===== src/rtl/ps2_key_event_rx_pkg.sv =====
// Shared PS/2 constants, prefix FSM states and the queued key-event record.
package ps2_pkg;

    localparam int unsigned PS2_FRAME_BITS = 11;
    localparam logic [7:0]  PS2_EXT_CODE   = 8'hE0;
    localparam logic [7:0]  PS2_REL_CODE   = 8'hF0;

    typedef enum logic [1:0] {
        ST_IDLE,
        ST_EXT,
        ST_REL,
        ST_EXT_REL
    } ps2_state_e;

    typedef struct packed {
        logic       ext;
        logic       rel;
        logic [7:0] code;
    } ps2_event_t;

endpackage


===== src/rtl/ps2_event_fifo.sv =====
// Show-ahead FIFO with occupancy count; a push while full is dropped unless a pop frees the slot.
module ps2_event_fifo #(
    parameter int unsigned DEPTH = 8,
    parameter int unsigned WIDTH = 10
) (
    input  logic                       clk,
    input  logic                       rst,
    input  logic                       i_push,
    input  logic [WIDTH-1:0]           i_data,
    input  logic                       i_pop,
    output logic                       o_valid,
    output logic [WIDTH-1:0]           o_data,
    output logic [$clog2(DEPTH+1)-1:0] o_count,
    output logic                       o_drop
);

    localparam int unsigned AW = $clog2(DEPTH);
    localparam int unsigned CW = $clog2(DEPTH + 1);

    logic [WIDTH-1:0] r_mem [DEPTH];
    logic [AW-1:0]    r_wptr;
    logic [AW-1:0]    r_rptr;
    logic [CW-1:0]    r_count;

    logic w_empty;
    logic w_full;
    logic w_pop;
    logic w_wr;

    assign w_empty = (r_count == '0);
    assign w_full  = (r_count == CW'(DEPTH));
    assign w_pop   = i_pop & ~w_empty;
    assign w_wr    = i_push & (~w_full | w_pop);
    assign o_drop  = i_push & w_full & ~w_pop;

    always_ff @(posedge clk or posedge rst) begin
        if (rst) begin
            r_wptr  <= '0;
            r_rptr  <= '0;
            r_count <= '0;
        end else begin
            if (w_wr)  r_wptr <= r_wptr + 1'b1;
            if (w_pop) r_rptr <= r_rptr + 1'b1;
            case ({w_wr, w_pop})
                2'b10:   r_count <= r_count + 1'b1;
                2'b01:   r_count <= r_count - 1'b1;
                default: r_count <= r_count;
            endcase
        end
    end

    // When full, a simultaneous push overwrites the head slot only after it has been read out.
    always_ff @(posedge clk) begin
        if (w_wr) r_mem[r_wptr] <= i_data;
    end

    assign o_valid = ~w_empty;
    assign o_data  = w_empty ? '0 : r_mem[r_rptr];
    assign o_count = r_count;

endmodule


===== src/rtl/ps2_key_event_rx.sv =====
// PS/2 keyboard receiver: synchronises the pins, deframes bytes, folds E0/F0 prefixes into events, queues them.
module ps2_key_event_rx
    import ps2_pkg::*;
#(
    parameter int unsigned CLK_HZ      = 50_000_000,
    parameter int unsigned TIMEOUT_US  = 120,
    parameter int unsigned FIFO_DEPTH  = 8,
    parameter int unsigned SYNC_STAGES = 2
) (
    input  logic                            clk,
    input  logic                            rst,
    input  logic                            ps2_clk,
    input  logic                            ps2_data,
    input  logic                            rd_en,
    input  logic                            clr_ovf,
    output logic                            ev_valid,
    output logic [7:0]                      ev_code,
    output logic                            ev_ext,
    output logic                            ev_rel,
    output logic                            frame_err,
    output logic                            overflow,
    output logic [$clog2(FIFO_DEPTH+1)-1:0] ev_count
);

    localparam int unsigned TIMEOUT_CYC = CLK_HZ / 1_000_000 * TIMEOUT_US;
    localparam int unsigned TW          = $clog2(TIMEOUT_CYC + 1);

    logic [SYNC_STAGES-1:0]    r_clk_sync;
    logic [SYNC_STAGES-1:0]    r_data_sync;
    logic                      r_clk_prev;
    logic [PS2_FRAME_BITS-1:0] r_shift;
    logic [3:0]                r_bit_cnt;
    logic [TW-1:0]             r_timer;
    logic                      r_frame_done;
    logic                      r_frame_ok;
    logic [7:0]                r_byte;
    logic                      r_timeout;
    ps2_state_e                r_state;
    logic                      r_overflow;

    logic       w_clk_s;
    logic       w_data_s;
    logic       w_clk_fall;
    logic       w_clk_edge;
    logic       w_timer_sat;
    logic       w_frame_ok;
    ps2_state_e w_state_next;
    logic       w_push;
    logic       w_frame_err;
    ps2_event_t w_event;
    ps2_event_t w_head;
    logic       w_drop;

    assign w_clk_s     = r_clk_sync[SYNC_STAGES-1];
    assign w_data_s    = r_data_sync[SYNC_STAGES-1];
    assign w_clk_fall  = r_clk_prev & ~w_clk_s;
    assign w_clk_edge  = r_clk_prev ^ w_clk_s;
    assign w_timer_sat = (r_timer == TW'(TIMEOUT_CYC));
    assign w_frame_ok  = ~r_shift[0] & r_shift[PS2_FRAME_BITS-1] & (^r_shift[9:1]);

    always_ff @(posedge clk or posedge rst) begin
        if (rst) begin
            r_clk_sync  <= '1;
            r_data_sync <= '1;
            r_clk_prev  <= 1'b1;
        end else begin
            r_clk_sync  <= {r_clk_sync[SYNC_STAGES-2:0], ps2_clk};
            r_data_sync <= {r_data_sync[SYNC_STAGES-2:0], ps2_data};
            r_clk_prev  <= w_clk_s;
        end
    end

    // A completed frame is registered once before the prefix FSM sees it.
    always_ff @(posedge clk or posedge rst) begin
        if (rst) begin
            r_shift      <= '0;
            r_bit_cnt    <= '0;
            r_timer      <= '0;
            r_frame_done <= 1'b0;
            r_frame_ok   <= 1'b0;
            r_byte       <= '0;
            r_timeout    <= 1'b0;
        end else begin
            r_frame_done <= 1'b0;
            r_timeout    <= 1'b0;
            if (w_clk_edge)        r_timer <= '0;
            else if (!w_timer_sat) r_timer <= r_timer + 1'b1;

            if (r_bit_cnt == 4'(PS2_FRAME_BITS)) begin
                r_bit_cnt    <= '0;
                r_frame_done <= 1'b1;
                r_frame_ok   <= w_frame_ok;
                r_byte       <= r_shift[8:1];
            end else if (w_clk_fall) begin
                r_shift   <= {w_data_s, r_shift[PS2_FRAME_BITS-1:1]};
                r_bit_cnt <= r_bit_cnt + 1'b1;
            end else if (w_timer_sat && (r_bit_cnt != '0) && w_clk_s) begin
                r_bit_cnt <= '0;
                r_timeout <= 1'b1;
            end
        end
    end

    always_ff @(posedge clk or posedge rst) begin
        if (rst) begin
            r_state    <= ST_IDLE;
            r_overflow <= 1'b0;
        end else begin
            r_state <= w_state_next;
            if (w_drop)       r_overflow <= 1'b1;
            else if (clr_ovf) r_overflow <= 1'b0;
        end
    end

    always_comb begin
        w_state_next = r_state;
        w_push       = 1'b0;
        w_frame_err  = 1'b0;
        w_event.ext  = (r_state == ST_EXT) || (r_state == ST_EXT_REL);
        w_event.rel  = (r_state == ST_REL) || (r_state == ST_EXT_REL);
        w_event.code = r_byte;
        if (r_timeout) begin
            w_state_next = ST_IDLE;
        end else if (r_frame_done) begin
            if (!r_frame_ok) begin
                w_frame_err  = 1'b1;
                w_state_next = ST_IDLE;
            end else if (r_byte == PS2_EXT_CODE) begin
                if (r_state == ST_IDLE) w_state_next = ST_EXT;
            end else if (r_byte == PS2_REL_CODE) begin
                case (r_state)
                    ST_IDLE: w_state_next = ST_REL;
                    ST_EXT:  w_state_next = ST_EXT_REL;
                    default: w_state_next = r_state;
                endcase
            end else begin
                w_push       = 1'b1;
                w_state_next = ST_IDLE;
            end
        end
    end

    ps2_event_fifo #(
        .DEPTH(FIFO_DEPTH),
        .WIDTH($bits(ps2_event_t))
    ) u_fifo (
        .clk     (clk),
        .rst     (rst),
        .i_push  (w_push),
        .i_data  (w_event),
        .i_pop   (rd_en),
        .o_valid (ev_valid),
        .o_data  (w_head),
        .o_count (ev_count),
        .o_drop  (w_drop)
    );

    assign ev_code   = w_head.code;
    assign ev_ext    = w_head.ext;
    assign ev_rel    = w_head.rel;
    assign frame_err = w_frame_err;
    assign overflow  = r_overflow;

endmodule


===== config.mk =====
export PLATFORM = sky130hd
export DESIGN_NAME = ps2_key_event_rx
export DESIGN_NICKNAME = d
export VERILOG_FILES = /design/src/rtl/ps2_key_event_rx_pkg.sv /design/src/rtl/ps2_event_fifo.sv /design/src/rtl/ps2_key_event_rx.sv
export SDC_FILE = /design/constraint.sdc
export NUM_CORES = 1
export LEC_CHECK = 0
export CAP_MARGIN = 25
export CORE_MARGIN = 4
export CORE_UTILIZATION = 35
export DETAILED_ROUTE_END_ITERATION = 8
export PLACE_DENSITY_LB_ADDON = 0.15
export SLEW_MARGIN = 10
export SYNTH_ARGS = -nofsm -noshare
export SYNTH_HDL_FRONTEND = slang
export SYNTH_SLANG_ARGS = --single-unit

===== constraint.sdc =====
create_clock -name clk -period 6.94 [get_ports clk]
set_input_delay 1.388 -clock clk [delete_from_list [all_inputs] [get_ports clk]]
set_output_delay 1.388 -clock clk [all_outputs]
set_load 0.01 [all_outputs]

==> impl_metrics.py, run 1 <==
metrics = {
    "finish": {
        "fill_cells": 1439,
        "regArea_sq_mm": 0.00383,
        "drive_above_1_share_pct": 19.4,
        "antenna_cells": 0,
        "area_growth_pct": 17.9,
        "multi_input_area_sq_mm": 0.00182,
        "final_net_count": 437,
    },
    "timing": {
        "timing.final.crit_share_pct": 60.6,
        "max-slew-margin-rel_pct": 33.0,
        "worstMarginPinSlew_ps": 1000,
        "setup_tns_ps": 0,
        "slew_viol_final": 0,
        "fmax_ghz": 0.238,
        "setup-violations-final": 0,
        "finalHoldViolCount": 0,
        "grt_setup_unrepaired": "false",
        "finClkSkew_ps": 5.39,
        "layout_min_cycle_time_ps": 4210,
    },
    "power": {
        "combPwrFrac_pct": 23.5,
        "p_int_uw": 1870,
        "ir_drop_uv": 184,
        "p_total_uw": 2630,
        "switching_power_uw": 762,
        "p_per_area_mw_per_mm2": 385,
        "p_clk_share_pct": 31.2,
        "static-leakage-power_uw": 0.00260,
        "switching_share_pct": 29.0,
        "seqPwrFrac_pct": 45.3,
    },
    "cts": {
        "cts.repair.resized": 0,
        "cts_buffer_depth": 2,
        "clock-sinks": 137,
        "postCtsHoldBufs": 0,
        "clk_latency_ps": 420,
        "post_cts_buffers": 0,
        "clk_pin_slew_worst_paths_ps": 60,
        "cts_tree": "built",
        "ctsRootBufferMaster": "clkbuf_16",
        "numCtsBuffers": 17,
        "htreeDepth": 4,
    },
    "floorplanning": {
        "die_area_sq_mm": 0.0187,
        "num_io_pins": 23,
        "core_sq_mm": 0.0161,
        "die_w_um": 137,
        "initial_core_util_pct": 36.1,
        "row_count": 46,
        "die_height_um": 137,
    },
    "worst_setup_path": {
        "ff2ff_setup_slack_ps": 4160,
        "reg2reg_to": "u_fifo.o_count[2]$_DFFE_PP0P_",
        "r2r-start": "u_fifo.o_count[1]$_DFFE_PP0P_",
        "cp_data_required_time_ps": 5550,
        "worst-r2r-cell-count": 10,
        "path_class": "reg2out",
        "worstPathArrival_ps": 2820,
        "critPathCapture": "ev_ext",
        "worst_setup_path_end_kind": "primary output",
        "worstPathMaxFanout": 12,
        "critPathLaunchType": "flop",
        "critPathLaunch": "u_fifo.r_rptr[0]$_DFFE_PP0P_",
    },
    "routing": {
        "drt_first_pass_iters": 4,
        "drt-total-wl_um": 10600,
        "vias": 3070,
        "ant_nets": 0,
        "avgRoutedWirePerCell_um": 16.3,
        "drt_iter0_drc": 142,
        "viasPerCell": 4.72,
        "drc": 0,
    },
    "synthesis": {
        "synth.net_count": 402,
        "synth_compound_area_share_pct": 2.87,
        "yosysSeqAreaShare_pct": 66.2,
        "ys_ff_latch": 137,
        "yosys-top-cells-area": "edfxtp_1 (41%), dfrtp_1 (22%), mux4_2 (7.8%), mux2_2 (2.5%), nand2_1 (2.4%)",
        "yosys_warnings": 0,
        "post-synth-top-count-cell": "edfxtp_1",
        "synthAdderAreaFrac_pct": 2.16,
        "synth.distinct_cells": 45,
        "syn_inst": 386,
        "avgSynthCellArea_sq_um": 15.0,
        "synth_mux_area_share_pct": 12.5,
        "synthXorXnorAreaFrac_pct": 3.87,
        "async_reset_ff_share_pct": 41.6,
        "synth_ff_type": "edfxtp_1",
        "synth.top_cell.area_share_pct": 41.5,
        "synth-simple-area-share_pct": 10.1,
        "synth_top_area_cell": "edfxtp_1",
        "synth_edf_count": 80,
        "syn-cell-area_sq_mm": 0.00579,
        "synth_top_family_by_area": "multiplexers",
        "ys_top_cells_by_count": "edfxtp_1 (80), dfrtp_1 (52), nand2_1 (37)",
    },
    "placed_design": {
        "hpwl_um": 6730,
        "gp_congestion": 0.723,
        "numPortBuffers": 22,
    },
    "run": {
        "cap_violations": 0,
    },
    "global_routing": {
        "grt_max_degree": 58,
        "grt_usage_pct": 12.9,
        "grt_pass1_wl_um": 17700,
        "grt_overflow": 0,
        "first_global_vias": 3260,
        "antenna_found_initial": 0,
    },
    "hold_path": {
        "min_path_type": "reg2reg",
    },
    "status": {
        "outcome": "finished clean",
    },
}
==> power by group through the flow <==
stage | registers [uW] | logic, uW | clock network [uW]
3_3_place_gp | 1200 | 622 | 0
4_1_cts | 1200 | 636 | 844
5_1_grt | 1220 | 683 | 886
3_5_place_dp | 1210 | 634 | 0
2_1_floorplan | 1110 | 502 | 0
6_report | 1190 | 618 | 822
==> stage by stage <==
stage               std cells  utilization, %  cell area, sq um  hold WS [ps]  setup slack (ps)
finish                    650            42.5              6830           354              2730
global route              650            42.5              6830           358              2440
CTS                       650            42.5              6830           356              2620
detailed placement        618            39.1              6280           348              3070
global placement          616            39.0              6260           346              3140
floorplan                 386               -              5790           345              4070
==> flip-flops by register name, summed over array words and instances, names as in the netlist <==
register / cells
r_shift: 11
r_timer: 13
r_timeout: 1
r_clk_prev: 1
r_data_sync: 2
u_fifo.o_count: 4
r_bit_cnt: 4
u_fifo.r_wptr: 3
r_state: 2
u_fifo.r_mem: 80
r_frame_done: 1
u_fifo.r_rptr: 3
overflow: 1
r_frame_ok: 1
r_clk_sync: 2
r_byte: 8
==> critical path, cell delays in order (launching register included) <==
cell and delay (ps):
dfrtp_1 780, buf_4 370, mux4_2 540, mux2i_1 150, nor2_1 60, clkdlybuf4s50_1 500
==> layout by cell type (no fill, tap or decap), types with 10 or more instances in the layout <==
cell / synthesis / final
clkbuf_16: 0 / 17
clkdlybuf4s50_1: 0 / 22
dfrtp_1: 52 / 52
edfxtp_1: 80 / 80
ha_1: 10 / 10
inv_1: 14 / 13
mux2_2: 13 / 13
mux2i_1: 11 / 11
mux4_2: 20 / 20
nand2_1: 37 / 37
nor2_1: 22 / 22
xnor2_1: 14 / 14
==> cell families (layout without fill, tap and decap cells) <==
logic type / count (synthesis) / count (layout)
and+or+nand+nor: 113 / 113
AOI/OAI and AO/OA: 26 / 26
adders and majority gates: 10 / 10
muxes: 45 / 45
buffers and inverters: 31 / 79
DFF: 137 / 137
xor gates and xnor gates: 24 / 24
==> final cells by class <==
class,instances,share of cell area (%)
inverters,15,0.825
repair buffers,32,4.44
well taps,216,3.96
multi-input cells,218,26.7
clock buffers,20,6.40
clock inverters,12,1.54
flip-flops and latches,137,56.2
==> routing by layer <==
layer / global-route usage [%] / share of wire (%) / vias up
met5: 0 / 0 / -
met4: 5.71 / 1.6 / 0
met3: 3.53 / 3.0 / 12
met2: 20.7 / 50 / 32
met1: 16.3 / 46 / 1547
li1: - / - / 1479
==> worst min-delay path by stage <==
stage / endpoint / depth (start not counted) / start
3_3_place_gp: r_data_sync[1]$_DFF_PP1_ / 0 / r_data_sync[0]$_DFF_PP1_
4_1_cts: r_data_sync[1]$_DFF_PP1_ / 0 / r_data_sync[0]$_DFF_PP1_
2_1_floorplan: r_clk_sync[1]$_DFF_PP1_ / 0 / r_clk_sync[0]$_DFF_PP1_
5_1_grt: r_data_sync[1]$_DFF_PP1_ / 0 / r_data_sync[0]$_DFF_PP1_
6_report: r_data_sync[1]$_DFF_PP1_ / 0 / r_data_sync[0]$_DFF_PP1_
3_5_place_dp: r_data_sync[1]$_DFF_PP1_ / 0 / r_data_sync[0]$_DFF_PP1_
No activity file was read; power rests on OpenSTA's default activity.
==> run 2, diff against run 1 <==
- clock period: 6.94 -> 3.6 ns (I/O delays scaled with it)
==> impl_metrics.py, run 2 (synthesis results as in run 1) <==
metrics = {
    "worst_setup_path": {
        "worstPathMaxFanout": 22,
        "path_cells": "buf_4, mux4_2, mux2i_1, nor2_1, clkdlybuf4s50_1",
        "cp_data_required_time_ps": 2880,
        "cp_top_family": "buffers and inverters",
        "path_class": "reg2out",
        "critPathLaunchType": "flop",
        "path_depth": 5,
        "worstPathArrival_ps": 2440,
        "crit_buf_inv": 2,
        "cpPeakStageDelay_ps": 560,
        "worst_setup_path_end_kind": "primary output",
        "worst-r2r-cell-count": 11,
        "slowest_stage": "mux4_2",
    },
    "placed_design": {
        "dp_cells": 621,
        "gp_congestion": 0.732,
        "numPortBuffers": 22,
        "hpwl_um": 6660,
    },
    "floorplanning": {
        "initial_core_util_pct": 36.1,
        "die_height_um": 137,
        "core_sq_mm": 0.0161,
        "num_io_pins": 23,
        "die_area_sq_mm": 0.0187,
        "row_count": 46,
        "die_w_um": 137,
    },
    "timing": {
        "finalHoldViolCount": 0,
        "setup-violations-final": 0,
        "max-slew-margin-rel_pct": 51.7,
        "layout_min_cycle_time_ps": 3160,
        "finClkSkew_ps": 5.65,
        "fmax_ghz": 0.317,
        "setup_tns_ps": 0,
        "timing.final.crit_share_pct": 87.7,
        "slew_viol_final": 0,
        "grt_setup_unrepaired": "false",
        "worstMarginPinSlew_ps": 724,
    },
    "routing": {
        "avgRoutedWirePerCell_um": 15.9,
        "drt-total-wl_um": 10400,
        "drt_first_pass_iters": 4,
        "ant_nets": 0,
        "drc": 0,
        "drt_iter0_drc": 139,
        "viasPerCell": 4.73,
        "vias": 3086,
    },
    "cts": {
        "clock-sinks": 137,
        "htreeDepth": 4,
        "cts_tree": "built",
        "clk_latency_ps": 410,
        "cts_buffer_depth": 2,
        "postCtsHoldBufs": 0,
        "clk_pin_slew_worst_paths_ps": 60,
        "cts.repair.resized": 0,
        "ctsRootBufferMaster": "clkbuf_16",
        "post_cts_buffers": 0,
        "numCtsBuffers": 17,
    },
    "power": {
        "switching_share_pct": 29.2,
        "p_per_area_mw_per_mm2": 731,
        "switching_power_uw": 1460,
        "ir_drop_uv": 365,
        "static-leakage-power_uw": 0.00261,
        "p_int_uw": 3540,
        "seqPwrFrac_pct": 44.3,
        "p_clk_share_pct": 30.0,
        "combPwrFrac_pct": 25.7,
    },
    "hold_path": {
        "min_path_type": "reg2reg",
        "whs_path_depth": 0,
    },
    "run": {
        "cap_violations": 0,
    },
    "finish": {
        "antenna_cells": 0,
        "largest_reg_flops": 80,
        "stdcell_count": 653,
        "drive_above_1_share_pct": 19.5,
        "final_net_count": 440,
        "regMostFlops": "u_fifo.r_mem",
        "reg.largest.list": "u_fifo.r_mem: 80 flops, r_timer: 13 flops, r_shift: 11 flops",
        "area_growth_pct": 17.9,
        "layout_commonest_cell": "edfxtp_1",
        "final_cell_mix": "edfxtp_1 (80), dfrtp_1 (52), nand2_1 (37)",
    },
    "global_routing": {
        "grt_pass1_wl_um": 16900,
        "antenna_found_initial": 0,
        "grt_max_degree": 31,
        "top_usage_layer": "met2",
        "grt_overflow": 0,
        "use_met3_pct": 3.20,
        "met1_usage_pct": 14.8,
        "grt_usage_pct": 12.2,
        "grtUsageMet2_pct": 20.3,
        "first_global_vias": 3168,
    },
    "status": {
        "outcome": "finished clean",
    },
}
run 2: worst paths after layout:
path	startpoint	end	slack, ps
worst max register to register	u_fifo.o_count[0]$_DFFE_PP0P_	u_fifo.o_count[2]$_DFFE_PP0P_	1050
min in group asynchronous	rst	u_fifo.o_count[0]$_DFFE_PP0P_	710
worst min-delay path	r_data_sync[0]$_DFF_PP1_	r_data_sync[1]$_DFF_PP1_	360
worst min register to register	r_data_sync[0]$_DFF_PP1_	r_data_sync[1]$_DFF_PP1_	360
max in group asynchronous	rst	r_data_sync[1]$_DFF_PP1_	2230
worst max-delay path	u_fifo.r_rptr[0]$_DFFE_PP0P_	ev_code[5]	440
run 2: per-layer routing:
| metal | wire (um) | vias up |
|---|---|---|
| li1 | - | 1481 |
| met1 | 4620 | 1551 |
| met3 | 316 | 13 |
| met5 | 0 | - |
| met2 | 5230 | 41 |
| met4 | 196 | 0 |
run 2: stage by stage:
stage                     utilization [%]  setup WS, ps  cell area, sq um  power (uW)  hold slack (ps)
after floorplan                         -          1280              5790        3100              345
after global placement               39.3           790              6310        3540              346
after detailed placement             39.3           766              6310        3570              347
after CTS                            42.5           358              6830        5090              359
after global routing                 42.5           228              6830        5290              362
final                                42.5           442              6830        4990              358
run 2: layout make-up:
cell class / count / area, sq um
fill: 1464 / 9230
sequential: 137 / 3830
multi-input combinational: 218 / 1820
clock inverter: 13 / 82.6
timing repair buffer: 35 / 330
clock buffer: 19 / 433
tap: 216 / 270
inverter: 15 / 56.3
run 2: power by group through the flow:
stage / clock [uW] / sequential (uW) / combinational, uW
2_1_floorplan: 0 / 2130 / 968
3_3_place_gp: 0 / 2230 / 1310
3_5_place_dp: 0 / 2250 / 1320
4_1_cts: 1550 / 2220 / 1330
5_1_grt: 1610 / 2250 / 1420
6_report: 1500 / 2210 / 1280
